--- src/rtl/bounce_generator.sv ---
// bounce_generator: mechanical-switch emulator that drives a bouncy signal into a debouncer.
//
// On an accepted trigger, out jumps to the requested level and then toggles 2*BOUNCES times,
// each segment lasting a programmable number of cycles, before settling at the target level
// for SETTLE_CYC cycles. A one-cycle done pulse marks the end of the transition.
//
// Optional feature macro: BOUNCE_GEN_RANDOM_EN
//   defined   - segment lengths are 1 + lfsr[LEN_W-1:0] from a 16-bit Fibonacci LFSR
//   undefined - no LFSR; every segment lasts exactly 2^LEN_W cycles (SEED unused)
//
// Ports:
//   CLK      in   clock, rising edge
//   RST      in   synchronous active-high reset
//   enable   in   when low, all state (including LFSR and out) is frozen
//   trigger  in   one-cycle request to move out to level
//   level    in   target level, sampled with trigger
//   out      out  bouncy switch signal
//   busy     out  high while a transition is in progress
//   done     out  one-cycle pulse when a transition completes

module bounce_generator #(
    parameter int          BOUNCES    = 3,
    parameter int          LEN_W      = 4,
    parameter int          SETTLE_CYC = 16,
    parameter logic [15:0] SEED       = 16'hACE1
) (
    input  logic CLK,
    input  logic RST,
    input  logic enable,
    input  logic trigger,
    input  logic level,
    output logic out,
    output logic busy,
    output logic done
);

    localparam logic [1:0] S_IDLE   = 2'd0;
    localparam logic [1:0] S_BOUNCE = 2'd1;
    localparam logic [1:0] S_SETTLE = 2'd2;

    localparam int STL_W = $clog2(SETTLE_CYC + 1);

    localparam logic [8:0]       TOG_INIT = 9'(2 * BOUNCES);
    localparam logic [STL_W-1:0] STL_INIT = STL_W'(SETTLE_CYC);
    localparam logic [STL_W-1:0] STL_ONE  = STL_W'(1);
    localparam logic [LEN_W:0]   SEG_ONE  = (LEN_W + 1)'(1);

    // Elaboration-time parameter sanity checks.
    if (SEED == 16'h0000) begin : g_bad_seed
        $error("bounce_generator: SEED must be nonzero");
    end
    if (SETTLE_CYC < 1) begin : g_bad_settle
        $error("bounce_generator: SETTLE_CYC must be at least 1");
    end

    logic [1:0]       state;
    logic             tgt;
    logic [LEN_W:0]   seg;
    logic [8:0]       tog;
    logic [STL_W-1:0] stl;

    logic             accept;
    logic             seg_load;
    logic [LEN_W:0]   seg_new;

    // A trigger is only meaningful when it actually changes the line.
    assign accept   = trigger && (level != out);
    assign seg_load = ((state == S_IDLE) && accept) ||
                      ((state == S_BOUNCE) && (seg == SEG_ONE) && (tog != 9'd0));

`ifdef BOUNCE_GEN_RANDOM_EN
    logic [15:0] lfsr;
    logic        fb;

    assign fb      = lfsr[15] ^ lfsr[13] ^ lfsr[12] ^ lfsr[10];
    assign seg_new = (LEN_W + 1)'(lfsr[LEN_W-1:0]) + SEG_ONE;

    // The LFSR steps only when a segment length is consumed, so the length sequence
    // is independent of pauses and idle time.
    always_ff @(posedge CLK) begin
        if (RST) begin
            lfsr <= SEED;
        end else if (enable && seg_load) begin
            lfsr <= {lfsr[14:0], fb};
        end
    end
`else
    assign seg_new = {1'b1, {LEN_W{1'b0}}};
`endif

    always_ff @(posedge CLK) begin
        if (RST) begin
            state <= S_IDLE;
            tgt   <= 1'b0;
            seg   <= '0;
            tog   <= '0;
            stl   <= '0;
            out   <= 1'b0;
            busy  <= 1'b0;
            done  <= 1'b0;
        end else begin
            // done is a strict one-cycle pulse, even if enable drops right after it.
            done <= 1'b0;
            if (enable) begin
                case (state)
                    S_IDLE: begin
                        if (accept) begin
                            tgt   <= level;
                            out   <= level;
                            tog   <= TOG_INIT;
                            seg   <= seg_new;
                            busy  <= 1'b1;
                            state <= S_BOUNCE;
                        end
                    end
                    S_BOUNCE: begin
                        if (seg == SEG_ONE) begin
                            if (tog != 9'd0) begin
                                out <= ~out;
                                tog <= tog - 9'd1;
                                seg <= seg_new;
                            end else begin
                                // Even toggle count leaves out already at tgt.
                                seg   <= '0;
                                stl   <= STL_INIT;
                                state <= S_SETTLE;
                            end
                        end else begin
                            seg <= seg - SEG_ONE;
                        end
                    end
                    S_SETTLE: begin
                        out <= tgt;
                        if (stl == STL_ONE) begin
                            stl   <= '0;
                            busy  <= 1'b0;
                            done  <= 1'b1;
                            state <= S_IDLE;
                        end else begin
                            stl <= stl - STL_ONE;
                        end
                    end
                    default: begin
                        busy  <= 1'b0;
                        state <= S_IDLE;
                    end
                endcase
            end
        end
    end

endmodule

--- config.mk ---
export PLATFORM = sky130hd
export DESIGN_NAME = bounce_generator
export DESIGN_NICKNAME = d
export VERILOG_FILES = /design/src/rtl/bounce_generator.sv
export SDC_FILE = /design/constraint.sdc
export NUM_CORES = 1
export LEC_CHECK = 0
export BUFFER_PORTS_ARGS = -buffer_cell sky130_fd_sc_hd__clkbuf_2
export CORE_MARGIN = 1.5
export CORE_UTILIZATION = 55
export DETAILED_ROUTE_END_ITERATION = 8
export PLACE_DENSITY = 0.7
export SLEW_MARGIN = 20
export SYNTH_ARGS = -nofsm -noshare
export SYNTH_HDL_FRONTEND = slang
export SYNTH_SLANG_ARGS = --single-unit
--- constraint.sdc ---
create_clock -name CLK -period 6.6 [get_ports CLK]
set_input_delay 1.32 -clock CLK [delete_from_list [all_inputs] [get_ports CLK]]
set_output_delay 1.32 -clock CLK [all_outputs]
set_load 0.01 [all_outputs]
==> results of run 1 <==
-- metrics by stage --
| step | hold WS (ns) | area, um^2 |
|---|---|---|
| floorplan | 0.453 | 1550 |
| global placement | 0.458 | 1590 |
| detailed placement | 0.476 | 1590 |
| CTS | 0.495 | 1620 |
| global route | 0.506 | 1620 |
| finish | 0.487 | 1620 |
-- path summary, 6_finish.rpt --
kind / from / end / depth (start not counted)
worst max-delay path: state[1] / stl[3] / 6
worst min-delay path: busy / busy / 2
worst max register to register: state[1] / stl[3] / 6
worst min register to register: busy / busy / 2
-- state kept, by name, indices dropped and copies added, names as in the netlist --
name   count
busy       1
done       1
out        1
seg        5
state      2
stl        5
tgt        1
tog        9
-- cells by family after synthesis --
kind of cell    after synthesis  share of synthesized area (%)
simple gates                 68                           24.6
compound gates               63                           28.3
flops                        25                           32.2
mux                           2                           1.29
buf+inv                      21                           5.23
fa+ha+maj                     9                           7.25
xor+xnor                      2                           1.13
-- synth_stat cells, drive strengths merged (4+ instances only) --
cell type  number
dfxtp          25
a21oi          16
nand2          14
inv            11
o21ai          10
ha              9
nor2            9
nand3           7
clkbuf          5
nor3            5
buf             4
-- tightest hold or removal path: stages (launching register included) --
cell and delay [ns]:
dfxtp_1 0.33, o31ai_1 0.06, a21oi_1 0.06
-- per-layer routing --
| layer | routed length, um | track usage [%] | vias up |
|---|---|---|---|
| li1 | - | - | 722 |
| met1 | 1710 | 33.7 | 691 |
| met2 | 1600 | 35.8 | 43 |
| met3 | 187 | 2.79 | 6 |
| met4 | 43 | 10.5 | 0 |
| met5 | 0 | 0 | - |
-- power breakdown --
group	internal (W)	switching, W
registers	0.000173	0.0000197
clock network	0.0000236	0.0000469
logic	0.000102	0.000164
-- cells in the final DEF, fill, tap and decap left out, types with 5 or more instances in the layout --
| cell | synthesis | routed |
|---|---|---|
| a21oi_1 | 16 | 16 |
| ha_1 | 9 | 9 |
| clkbuf_2 | 0 | 7 |
| nor3_1 | 5 | 5 |
| nand2_1 | 14 | 14 |
| nand3_1 | 7 | 7 |
| o21ai_0 | 10 | 10 |
| dfxtp_1 | 25 | 25 |
| nor2_1 | 9 | 9 |
| inv_1 | 11 | 11 |
-- final cells by class --
type                    instances  area, um^2
fillers                       255        1090
inverters                      12        45.0
multi-input cells             144         972
clock buffers                   4        26.3
repair buffers                  7        35.0
flip-flops and latches         25         500
well taps                      31        38.8
==> summary.md, run 1 <==
| Metric | Value |
|---|---|
| Status | finished clean |
| CP max stage cell | ha_1 |
| First-pass GRT wire length | 6040 um |
| Warnings, synthesis | 0 |
| Initial antenna violation count | 0 |
| Area Growth Syn to Fin | 4.11% |
| Post-Route Setup TNS | 0 ns |
| Synth area leaders | dfxtp_1 32%, ha_1 7.2%, a21oi_1 5.2%, nand2_1 3.4%, o21ai_0 3.2% |
| Die Height | 56.2 um |
| Post-synth top flop | dfxtp_1 |
| CP Cell Sequence | inv_1, ha_1, nand2_1, or4_1, a22o_1, a32o_1 |
| Yosys top cell area share | 32.2% |
| Vias in the first global route | 1361 |
| Pwr dens | 327 nW/um^2 |
| # diodes | 0 |
| Critical path buffers and inverters | 1 |
| Max incr delay on CP | 0.87 ns |
| Setup bufs post-CTS | 0 |
| Final Hold Fails | 0 |
| Util after Layout | 59.7% |
| Gr usage total | 23.6% |
| Post-DP HPWL | 2480 um |
| # clock sinks | 25 |
| Worst-Margin Slew | 1.04 ns |
| Site Rows | 19 |
| Cts repair resizes | 0 |
| Number of flops mapped to enable cells by yosys | 0 |
| Highest Clock Rate | 379 MHz |
| Worst Skew | 0.00354 ns |
| Synth cell types | 54 |
| P_leak | 0.593 nW |
| Final Cycle Share | 40.0% |
| Grt ovf | 0 |
| Worst-Skew Late Latency | 0.32 ns |
| Share of layout cells above drive strength 1 | 8.33% |
| CP delay by family, top | adder cells |
| Crit path DAT | 2.87 ns |
| 1st-pass router iterations | 4 |
| Clk slew on worst S/H paths | 0.14 ns |
| Routed wire length | 3540 um |
| CTS tree | yes |
| Mapped cell area | 1550 um^2 |
| Final setup viols | 0 |
| Post-cts hold buffer count | 0 |
| Crit path capture type | register |
| Port Buffers | 7 |
| Total CTS buffers | 3 |
| Die area | 3150 um^2 |
| Via-to-Cell Ratio | 6.56 |
| Placement Setup Slack | 3.64 ns |
| Ys async rst share | 0% |
| Gate Count Post-Synth | 190 |
| Net Count, Synth | 204 |
| Pwr Total | 0.000530 W |
| Largest area contributor in the netlist | dfxtp_1 |
| Seq/Total Area, Yosys | 32.2% |
| DR WL/cell | 15.9 um |
| Critical path class | register to register |
| Placed cells | 219 |
| Startpoint types | register |
| RSZ-0062 raised after global routing | false |
| DRC Markers | 0 |
| Hold WC Path Type | register to register |
| Via Count | 1462 |
| Crit-path max FO | 32 |
| Global placer's final weighted congestion | 0.817 |
| Initial drt markers | 65 |
| Clock Tree Buf Depth | 2 |
| Starting Density | 57.3% |
| Number of max-cap violations | 0 |
| Chip width | 56.2 um |
| FF+latch count, synth | 25 |
| VDD IR-drop max | 0.350 mV |
| Finished Layout Cells | 223 |
| Avg Cell Area, Syn | 8.18 um^2 |
| Required time worst endpoint | 6.83 ns |
| Core area | 2710 um^2 |
| Slew margin rel. | 30.6% |
| Minimum clock period | 2.64 ns |
| Largest net degree at the start of global routing | 33 |
| Final WS setup | 3.96 ns |
| R2r setup slk | 3.96 ns |
| Nets@finish | 207 |
| CTS root buffer | clkbuf_4 |
| Routed Antenna Nets | 0 |
| Max-slew violations | 0 |
| # IOs | 8 |
| Htree depth | 1 |
(Power assumes the default switching activity.)
==> inputs of run 2 (changes only) <==
--- a/config.mk
+++ b/config.mk
@@ -7,9 +7,9 @@
 export LEC_CHECK = 0
 export BUFFER_PORTS_ARGS = -buffer_cell sky130_fd_sc_hd__clkbuf_2
 export CORE_MARGIN = 1.5
-export CORE_UTILIZATION = 55
+export CORE_UTILIZATION = 54
 export DETAILED_ROUTE_END_ITERATION = 8
-export PLACE_DENSITY = 0.7
+export PLACE_DENSITY = 0.71
 export SLEW_MARGIN = 20
 export SYNTH_ARGS = -nofsm -noshare
 export SYNTH_HDL_FRONTEND = slang
==> constraint.sdc (replaced) <==
create_clock -name CLK -period 2.4 [get_ports CLK]
set_input_delay 0.48 -clock CLK [delete_from_list [all_inputs] [get_ports CLK]]
set_output_delay 0.48 -clock CLK [all_outputs]
set_load 0.01 [all_outputs]
==> run 2 against run 1 <==
  * Via count increased by 1.2%
  * Sequential cell count unchanged
  * Sequential share of layout area decreased by 1.6 points
  * Global-route usage increased by 1.3 points
  * First-iteration DRC count increased by 22%
  * Combinational power increased to 3.0 times the previous value
  * Final cell count increased by 4.9%
  * Maximum frequency increased by 14%
  * Clock skew increased by 0.0049 ns
  * Critical path type unchanged
  * Critical endpoint unchanged
==> summary.md, run 2 (synthesized netlist as in run 1, its figures left out) <==
| Metric | Value |
|---|---|
| Placed cells | 230 |
| Finished Layout Cells | 234 |
| Worst-Skew Late Latency | 0.32 ns |
| Vias in the first global route | 1418 |
| 1st-pass router iterations | 4 |
| Worst-Margin Slew | 0.524 ns |
| Initial antenna violation count | 0 |
| Core area | 2730 um^2 |
| Global placer's final weighted congestion | 0.847 |
| Routed wire length | 3720 um |
| Via Count | 1480 |
| Initial drt markers | 79 |
| Routed Antenna Nets | 0 |
| Number of max-cap violations | 0 |
| Worst reg-to-reg path cell count | 6 |
| # clock sinks | 25 |
| Chip width | 56.6 um |
| Setup bufs post-CTS | 0 |
| Top reg by flops | tog |
| Largest net degree at the start of global routing | 23 |
| Grt ovf | 0 |
| RSZ-0062 raised after global routing | false |
| Post-cts hold buffer count | 0 |
| Die area | 3210 um^2 |
| CTS tree | yes |
| Area after DPL | 1670 um^2 |
| Htree depth | 1 |
| Slew margin rel. | 65.1% |
| Site Rows | 19 |
| P_leak | 0.647 nW |
| Starting Density | 56.8% |
| Status | finished clean |
| DRC Markers | 0 |
| DR WL/cell | 15.9 um |
| Post-Route Setup TNS | 0 ns |
| Via-to-Cell Ratio | 6.32 |
| # IOs | 8 |
| Critical path class | register to register |
| Most frequent cells in the layout | 25 x dfxtp_1, 16 x a21oi_1, 14 x nand2_1 |
| Worst Skew | 0.00843 ns |
| Startpoint types | register |
| Crit path DAT | 2.56 ns |
| Finished layout cell area | 1710 um^2 |
| CTS root buffer | clkbuf_4 |
| Minimum clock period | 2.32 ns |
| Max reg flops | 9 |
| VDD IR-drop max | 0.868 mV |
| Clock Tree Buf Depth | 2 |
| Nets@finish | 218 |
| Final setup viols | 0 |
| Pwr dens | 892 nW/um^2 |
| Total CTS buffers | 3 |
| # diodes | 0 |
| Gr usage total | 25.0% |
| Port Buffers | 7 |
| Clk slew on worst S/H paths | 0.14 ns |
| Required time worst endpoint | 2.64 ns |
| Crit-path max FO | 5 |
| Top Registers | tog (9), seg (5), stl (5) |
| Util after Layout | 62.4% |
| Hold slack final | 0.448 ns |
| Max-slew violations | 0 |
| First-pass GRT wire length | 6400 um |
| Post-DP HPWL | 2640 um |
| Most common cell after layout, fill and taps aside | dfxtp_1 |
| Hold depth | 3 |
| Share of layout cells above drive strength 1 | 13.8% |
| Area Growth Syn to Fin | 9.82% |
| Highest Clock Rate | 431 MHz |
| Final Cycle Share | 96.8% |
| Final Hold Fails | 0 |
| Crit path capture type | register |
| Die Height | 56.6 um |
| Hold WC Path Type | input pin to register |
-- run 2: changes by cell type in the layout (fill, tap and decap cells not counted), sizes merged --
cell  change
buf      +11
-- run 2: worst paths after layout --
check         start      to  slack [ns]
max reg2reg  tog[0]  stl[3]        0.08
min           level     tgt        0.45
min reg2reg    busy    busy        0.49
max          tog[0]  stl[3]        0.08
-- run 2: critical path, stage by stage, from the launching register on --
cell     delay [ns]
dfxtp_1        0.36
inv_1          0.06
ha_1           0.19
or4b_1         0.48
or4_1          0.64
a22o_1         0.25
a32o_1         0.25
-- run 2: cell type report --
| type | count | area, um^2 |
|---|---|---|
| well taps | 31 | 38.8 |
| flip-flops and latches | 25 | 500 |
| inverters | 12 | 45.0 |
| fillers | 252 | 1030 |
| multi-input cells | 144 | 978 |
| clock buffers | 4 | 26.3 |
| repair buffers | 18 | 118 |
-- run 2: layer usage --
layer | wire length (um) | GRT usage, % | part of all wire (%) | up-vias
met4 | 42 | 8.50 | 1.1 | 0
li1 | - | - | - | 742
met1 | 1740 | 34.5 | 47 | 695
met2 | 1770 | 40.5 | 48 | 38
met3 | 171 | 2.53 | 4.6 | 5
met5 | 0 | 0 | 0 | -
-- run 2: timing repair --
item	in CTS	in global routing
endpoints found under the setup margin	0	1
gates resized for setup	0	1
endpoints found under the hold margin	0	0
-- run 2: stage by stage --
| step | total power (W) | setup slack, ns |
|---|---|---|
| floorplan | 0.00111 | 0.0726 |
| global placement | 0.00129 | 0.174 |
| detailed placement | 0.00131 | 0.115 |
| CTS | 0.00151 | 0.0879 |
| global route | 0.00163 | 0.0148 |
| finish | 0.00152 | 0.0773 |
-- run 2: where the power goes --
group | internal [W] | leakage (nW) | switching, W
Clock | 0.0000651 | 0.0150 | 0.000129
Combinational | 0.000324 | 0.430 | 0.000473
Sequential | 0.000475 | 0.202 | 0.0000558
Total | 0.000865 | 0.647 | 0.000658
